[config.mk]
export PLATFORM = sky130hd
export DESIGN_NAME = dual_port_router_arb
export DESIGN_NICKNAME = d
export VERILOG_FILES = /design/src/rtl/dual_port_router_arb.sv
export SDC_FILE = /design/constraint.sdc
export NUM_CORES = 1
export LEC_CHECK = 0
export CORE_ASPECT_RATIO = 0.7
export CORE_UTILIZATION = 45
export CTS_CLUSTER_DIAMETER = 40
export DETAILED_ROUTE_END_ITERATION = 8
export PLACE_DENSITY = 0.69
export SLEW_MARGIN = 20
export SYNTH_ARGS = -nofsm -noshare
export SYNTH_HDL_FRONTEND = slang
export SYNTH_SLANG_ARGS = --single-unit
[constraint.sdc]
create_clock -name clk -period 8.8 [get_ports clk]
set_input_delay 0.88 -clock clk [delete_from_list [all_inputs] [get_ports clk]]
set_output_delay 0.88 -clock clk [all_outputs]
set_load 0.005 [all_outputs]
[src/rtl/dual_port_router_arb.sv]
// Dual-port router arbitration core: two valid/ready inputs, four registered output lanes, APB-like config port.
// Optional starvation guard is compiled in when ROUTER_ARB_STARVE_GUARD_EN is defined.
module dual_port_router_arb #(
  parameter int REG_W = 32,
  parameter int CNT_W = 16
) (
  input  logic             clk,
  input  logic             rst,
  input  logic [3:0]       reg_addr,
  input  logic [REG_W-1:0] reg_wdata,
  input  logic             reg_en,
  input  logic             reg_we,
  output logic [REG_W-1:0] reg_rdata,
  input  logic [7:0]       data_a,
  input  logic [1:0]       addr_a,
  input  logic             valid_a,
  output logic             ready_a,
  input  logic [7:0]       data_b,
  input  logic [1:0]       addr_b,
  input  logic             valid_b,
  output logic             ready_b,
  output logic [31:0]      data_out,
  output logic [3:0]       valid_out
);

  typedef enum logic [1:0] {DIS = 2'd0, OWN_A = 2'd1, OWN_B = 2'd2} state_e;

  logic [1:0]       ctrl_q, ctrl_d;
  logic [7:0]       wgtA_q, wgtA_d, wgtB_q, wgtB_d;
  logic [3:0]       mask_q, mask_d;
  logic [CNT_W-1:0] cntA_q, cntA_d, cntB_q, cntB_d, cntDrop_q, cntDrop_d;
  logic [CNT_W:0]   dropSum;
  state_e           state_q, state_d;
  logic [7:0]       credit_q, credit_d;
  logic [REG_W-1:0] rdata_q, rdata_d;
  logic [31:0]      dataOut_q, dataOut_d;
  logic [3:0]       validOut_q, validOut_d;

  logic [3:0] starveCnt;
  logic       starveClr, starveInc, starveFull;

  logic       regWr, regRd, enable, wrr, ownerB, conflict, forceWin, bWins;
  logic       delA, delB, dropA, dropB;
  logic [7:0] loadA, loadB;
  logic       unusedWdata;

  assign regWr       = reg_en & reg_we;
  assign regRd       = reg_en & ~reg_we;
  assign unusedWdata = ^reg_wdata[REG_W-1:8];

  assign enable   = ctrl_q[0];
  assign wrr      = ctrl_q[1];
  assign ownerB   = (state_q == OWN_B);
  assign loadA    = (wgtA_q == 8'd0) ? 8'd1 : wgtA_q;
  assign loadB    = (wgtB_q == 8'd0) ? 8'd1 : wgtB_q;

  // Only a same-lane collision on an enabled lane needs a winner; masked lanes swallow both packets.
  assign conflict   = enable & valid_a & valid_b & (addr_a == addr_b) & mask_q[addr_a];
  assign starveFull = (starveCnt == 4'hF);
  assign forceWin   = wrr & conflict & starveFull;
  assign bWins      = wrr & (ownerB ^ forceWin);

  assign ready_a = enable & valid_a & ~(conflict & bWins);
  assign ready_b = enable & valid_b & ~(conflict & ~bWins);

  assign delA  = ready_a & mask_q[addr_a];
  assign delB  = ready_b & mask_q[addr_b];
  assign dropA = ready_a & ~mask_q[addr_a];
  assign dropB = ready_b & ~mask_q[addr_b];

  always_comb begin
    ctrl_d = ctrl_q;
    wgtA_d = wgtA_q;
    wgtB_d = wgtB_q;
    mask_d = mask_q;
    if (regWr) begin
      case (reg_addr)
        4'h0:    ctrl_d = reg_wdata[1:0];
        4'h1:    wgtA_d = reg_wdata[7:0];
        4'h2:    wgtB_d = reg_wdata[7:0];
        4'h3:    mask_d = reg_wdata[3:0];
        default: ;
      endcase
    end
  end

  // FSM follows the CTRL value being written so enabling or a mode switch lands on OWN_A at the same edge.
  always_comb begin
    state_d   = state_q;
    credit_d  = credit_q;
    starveClr = 1'b0;
    starveInc = 1'b0;
    if (!ctrl_d[0]) begin
      state_d   = DIS;
      credit_d  = 8'd0;
      starveClr = 1'b1;
    end else if (state_q == DIS || ctrl_d[1] != ctrl_q[1]) begin
      state_d   = OWN_A;
      credit_d  = loadA;
      starveClr = 1'b1;
    end else if (wrr && conflict) begin
      if (forceWin || credit_q <= 8'd1) begin
        state_d   = ownerB ? OWN_A : OWN_B;
        credit_d  = ownerB ? loadA : loadB;
        starveClr = 1'b1;
      end else begin
        credit_d  = credit_q - 8'd1;
        starveInc = 1'b1;
      end
    end
  end

  always_comb begin
    cntA_d    = cntA_q;
    cntB_d    = cntB_q;
    if (delA && !(&cntA_q)) cntA_d = cntA_q + CNT_W'(1);
    if (delB && !(&cntB_q)) cntB_d = cntB_q + CNT_W'(1);
    dropSum   = {1'b0, cntDrop_q} + (CNT_W+1)'(dropA) + (CNT_W+1)'(dropB);
    cntDrop_d = dropSum[CNT_W] ? '1 : dropSum[CNT_W-1:0];
    if (regWr) begin
      case (reg_addr)
        4'h4:    cntA_d    = '0;
        4'h5:    cntB_d    = '0;
        4'h6:    cntDrop_d = '0;
        default: ;
      endcase
    end
  end

  always_comb begin
    rdata_d = rdata_q;
    if (regRd) begin
      rdata_d = '0;
      case (reg_addr)
        4'h0: rdata_d[1:0]       = ctrl_q;
        4'h1: rdata_d[7:0]       = wgtA_q;
        4'h2: rdata_d[7:0]       = wgtB_q;
        4'h3: rdata_d[3:0]       = mask_q;
        4'h4: rdata_d[CNT_W-1:0] = cntA_q;
        4'h5: rdata_d[CNT_W-1:0] = cntB_q;
        4'h6: rdata_d[CNT_W-1:0] = cntDrop_q;
        4'h7: begin
          rdata_d[1:0]   = state_q;
          rdata_d[9:2]   = credit_q;
          rdata_d[13:10] = starveCnt;
        end
        default: ;
      endcase
    end
  end

  // A and B never deliver to the same lane in one cycle, so the two writes cannot collide.
  always_comb begin
    dataOut_d  = dataOut_q;
    validOut_d = 4'd0;
    if (delA) begin
      validOut_d[addr_a]               = 1'b1;
      dataOut_d[{addr_a, 3'b000} +: 8] = data_a;
    end
    if (delB) begin
      validOut_d[addr_b]               = 1'b1;
      dataOut_d[{addr_b, 3'b000} +: 8] = data_b;
    end
  end

  always_ff @(posedge clk or posedge rst) begin
    if (rst) begin
      ctrl_q     <= 2'd0;
      wgtA_q     <= 8'd1;
      wgtB_q     <= 8'd1;
      mask_q     <= 4'hF;
      cntA_q     <= '0;
      cntB_q     <= '0;
      cntDrop_q  <= '0;
      state_q    <= DIS;
      credit_q   <= 8'd0;
      rdata_q    <= '0;
      dataOut_q  <= 32'd0;
      validOut_q <= 4'd0;
    end else begin
      ctrl_q     <= ctrl_d;
      wgtA_q     <= wgtA_d;
      wgtB_q     <= wgtB_d;
      mask_q     <= mask_d;
      cntA_q     <= cntA_d;
      cntB_q     <= cntB_d;
      cntDrop_q  <= cntDrop_d;
      state_q    <= state_d;
      credit_q   <= credit_d;
      rdata_q    <= rdata_d;
      dataOut_q  <= dataOut_d;
      validOut_q <= validOut_d;
    end
  end

`ifdef ROUTER_ARB_STARVE_GUARD_EN
  logic [3:0] starve_q, starve_d;

  // Counts consecutive conflicts lost by the non-owner; at 15 the next conflict is handed over.
  always_comb begin
    starve_d = starve_q;
    if (starveClr) starve_d = 4'd0;
    else if (starveInc) starve_d = starve_q + 4'd1;
  end

  always_ff @(posedge clk or posedge rst) begin
    if (rst) starve_q <= 4'd0;
    else     starve_q <= starve_d;
  end

  assign starveCnt = starve_q;
`else
  logic unusedStarve;
  assign unusedStarve = starveClr ^ starveInc;
  assign starveCnt    = 4'd0;
`endif

  assign reg_rdata = rdata_q;
  assign data_out  = dataOut_q;
  assign valid_out = validOut_q;

endmodule

==> metrics.md <==
| Metric | Value |
|---|---|
| Status | finished clean |
| CORE AREA | between 15,000 and 20,000 sq um |
| Placed cell count | 1,090 |
| Pwr per Cell Area | 212 nW/um^2 |
| Post-synth EDFFs | 0 |
| Final Non-Filler Cells | 1,122 |
| Adder-Cell Fraction of Synth Area | 0.0315 |
| R2R cell count | 11 |
| XOR/XNOR Fraction of Synth Area | 0.0225 |
| # DRC | 0 |
| Setup TNS | 0 ns |
| Initial DRT Pass Iterations | 8 |
| Total GRT Usage | 0.255 |
| Post-route minimum period | 4.19 ns |
| Skew final | 0.00630 ns |
| CP endpoint kind | output pin |
| TritonCTS clock tree | done |
| Static Leak | 3.89 nW |
| Commonest non-fill, non-tap cell in the layout | dfrtp_1 |
| Met3 Use GR | 0.0521 |
| Vias/cell | 6.15 |
| Vias in the first global route | 6,241 |
| Final instance area | 9430 sq um |
| Avg Inst Size Synth | 9.60 sq um |
| Tcrit/Tclk final | 0.476 |
| # fillers | 1,432 |
| Met2 usage | 0.346 |
| Final HPWL DP | about 16,000 um |
| WHS Path Cells | 2 |
| Worst IR Drop VDD | between 100 and 150 uV |
| Resized Gates After CTS | 0 |
| Clock Sinks | 132 |
| Final ANT Viol Nets | 0 |
| First-pass GRT wire length | 35,700 um |
| Skew-Pair Late Insertion Delay | between 0.4 and 0.5 ns |
| I/O Buffers | 91 |
| Die H | around 110 um |
| Gate Count Post-Synth | 812 |
| Worst slack, placed | 4.31 ns |
| CTS H-tree lvls | 4 |
| Area Overhead vs Synth | 21.0% |
| Horiz. Die Dim | roughly 160 um |
| Register area share after synthesis | 0.425 |
| Total CTS buffers | 17 |
| Multiplexer area fraction after synthesis | 0.0753 |
| Pwr Total | ~2 mW |
| Post-CTS Hold Buffers | 0 |
| Clock slew at reported path FFs | 0.06 ns |
| #FFs+latches synth | about 130 |
| Remaining Overflow, GRT | 0 |
| ANT cells | 0 |
| Synthesized area | 7800 sq um |
| Final setup viols | 0 |
| # nets final | 965 |
| Die area | 17,900 sq um |
| WS Path Type | in2out |
| RSZ-0062 raised after global routing | false |
| Starting density of the core | 0.469 |
| Critical path required time | slightly below 8 ns |
| Placer Congestion | 0.898 |
| Asr flop ratio synth | 1.00 |
| Setup bufs post-CTS | 0 |
| Final Worst Setup Slack | 4.61 ns |
| Core Rows | 39 |
| Met1 Track Usage GR | 0.408 |
| DP Area | 8800 sq um |
| GRT Max-Usage Layer | met1 |
| Clock Path Buffers | 2 |
| Layout cells sized above 1 | 0.0981 |
| Largest family of logic cells by synthesized area | compound AO/OA/AOI/OAI gates |
| Root Buffer | clkbuf_16 |
| Complex-gate fraction of the synthesized area | 0.207 |
| Final hold viol count | 0 |
| Number of warnings issued by yosys | 0 |
| Ys flop type | dfrtp_1 |
| Crit-path max FO | 9 |
| Final core occ | 0.567 |
| WHS | 0.462 ns |
| Max Freq | 239 MHz |
| Initial antenna violation count | 0 |
| WP data arrival | 3.31 ns |
| Ports | about 130 |
| DRT iter0 DRCs | 937 |
| Vias post-DR | 6,895 |
| Max transition margin | 0.249 |
| CP startpoint kind | primary input |
| Library cells used by synthesis | 67 |
| Largest net degree at the start of global routing | 76 |
| Detailed Route WL | between 20,000 and 25,000 um |
| Simple-Gate Fraction of Synth Area | 0.186 |
| Most frequent cells in the layout | dfrtp_1 (126), clkdlybuf4s50_1 (91), nand2_1 (85) |
| Max Cap Viol | 0 |
| Routed wire per std cell | ~20 um |
| Hold Crit Class | reg2reg |
| Final slew viol count | 0 |
| Worst slew pin tran | 1.12 ns |
## flip-flops by register name (all words and copies together), names as in the netlist
| signal | flops |
|---|---|
| data_out | 32 |
| credit_q | 8 |
| state_q | 2 |
| wgtA_q | 8 |
| cntB_q | 16 |
| reg_rdata | 16 |
| mask_q | 4 |
| valid_out | 4 |
| cntA_q | 16 |
| cntDrop_q | 16 |
| wgtB_q | 8 |
| ctrl_q | 2 |
## worst max-delay path, stage by stage
cell and delay, ns:
clkdlybuf4s50_1 0.71, mux4_2 0.61, nand4b_2 0.18, nor2_1 0.12, a21oi_1 0.25, clkdlybuf4s50_1 0.55
## worst paths after layout
check	from	end	slack (ns)
max in group asynchronous	rst	credit_q[5]$_DFFE_PP0P_	6.61
min in group asynchronous	rst	cntA_q[12]$_DFF_PP0_	0.94
hold / removal	reg_rdata[1]$_DFFE_PP0P_	reg_rdata[1]$_DFFE_PP0P_	0.46
setup / recovery	addr_a[0]	ready_a	4.61
hold reg to reg	reg_rdata[1]$_DFFE_PP0P_	reg_rdata[1]$_DFFE_PP0P_	0.46
setup reg to reg	state_q[1]$_DFFE_PP0P_	cntDrop_q[0]$_DFF_PP0_	5.25
## Yosys cell counts (11+ instances only)
cell type	instances	area, sq um
nand2_1	85	319
ha_1	18	225
buf_2	13	65.1
inv_1	25	93.8
clkbuf_1	28	105
nand4_1	12	75.1
nand3_1	29	145
o31ai_1	21	158
nor2b_1	11	68.8
buf_4	19	143
and3_1	13	81.3
nor2_1	42	158
mux2_2	21	236
a22o_1	12	105
a31oi_1	27	169
a21oi_1	52	260
nor3_1	21	105
or4_1	19	143
a222oi_1	24	240
dfrtp_1	126	3150
o21ai_0	27	135
mux2i_1	17	170
## final cells by class
| class | instances | area (sq um) | share of cell area |
|---|---|---|---|
| multi-input cells | 608 | 4140 | 0.439 |
| well taps | 225 | 282 | 0.0298 |
| repair buffers | 100 | 978 | 0.104 |
| clock buffers | 21 | 470 | 0.0499 |
| flip-flops and latches | 132 | 3310 | 0.351 |
| inverters | 25 | 98.8 | 0.0105 |
| clock inverters | 11 | 149 | 0.0158 |
## power by group
part / internal (mW) / switching [mW]
clock network: 0.469 / 0.276
registers: 0.698 / 0.0955
logic: 0.237 / 0.226
## per-layer routing
metal | wire [um] | vias to the layer above
met2 | 9250 | 292
li1 | - | 3222
met1 | 10800 | 3362
met3 | 1670 | 19
met5 | 0 | -
met4 | 153 | 0
## kinds of logic after synthesis
family / after synthesis
AND/OR/NAND/NOR: 281
AO/OA/AOI/OAI: 226
flip-flops: 132
buffers and inverters: 87
multiplexers: 46
XOR/XNOR: 20
adder cells (fa/ha/maj): 19
other: 1
(Power assumes the default switching activity.)
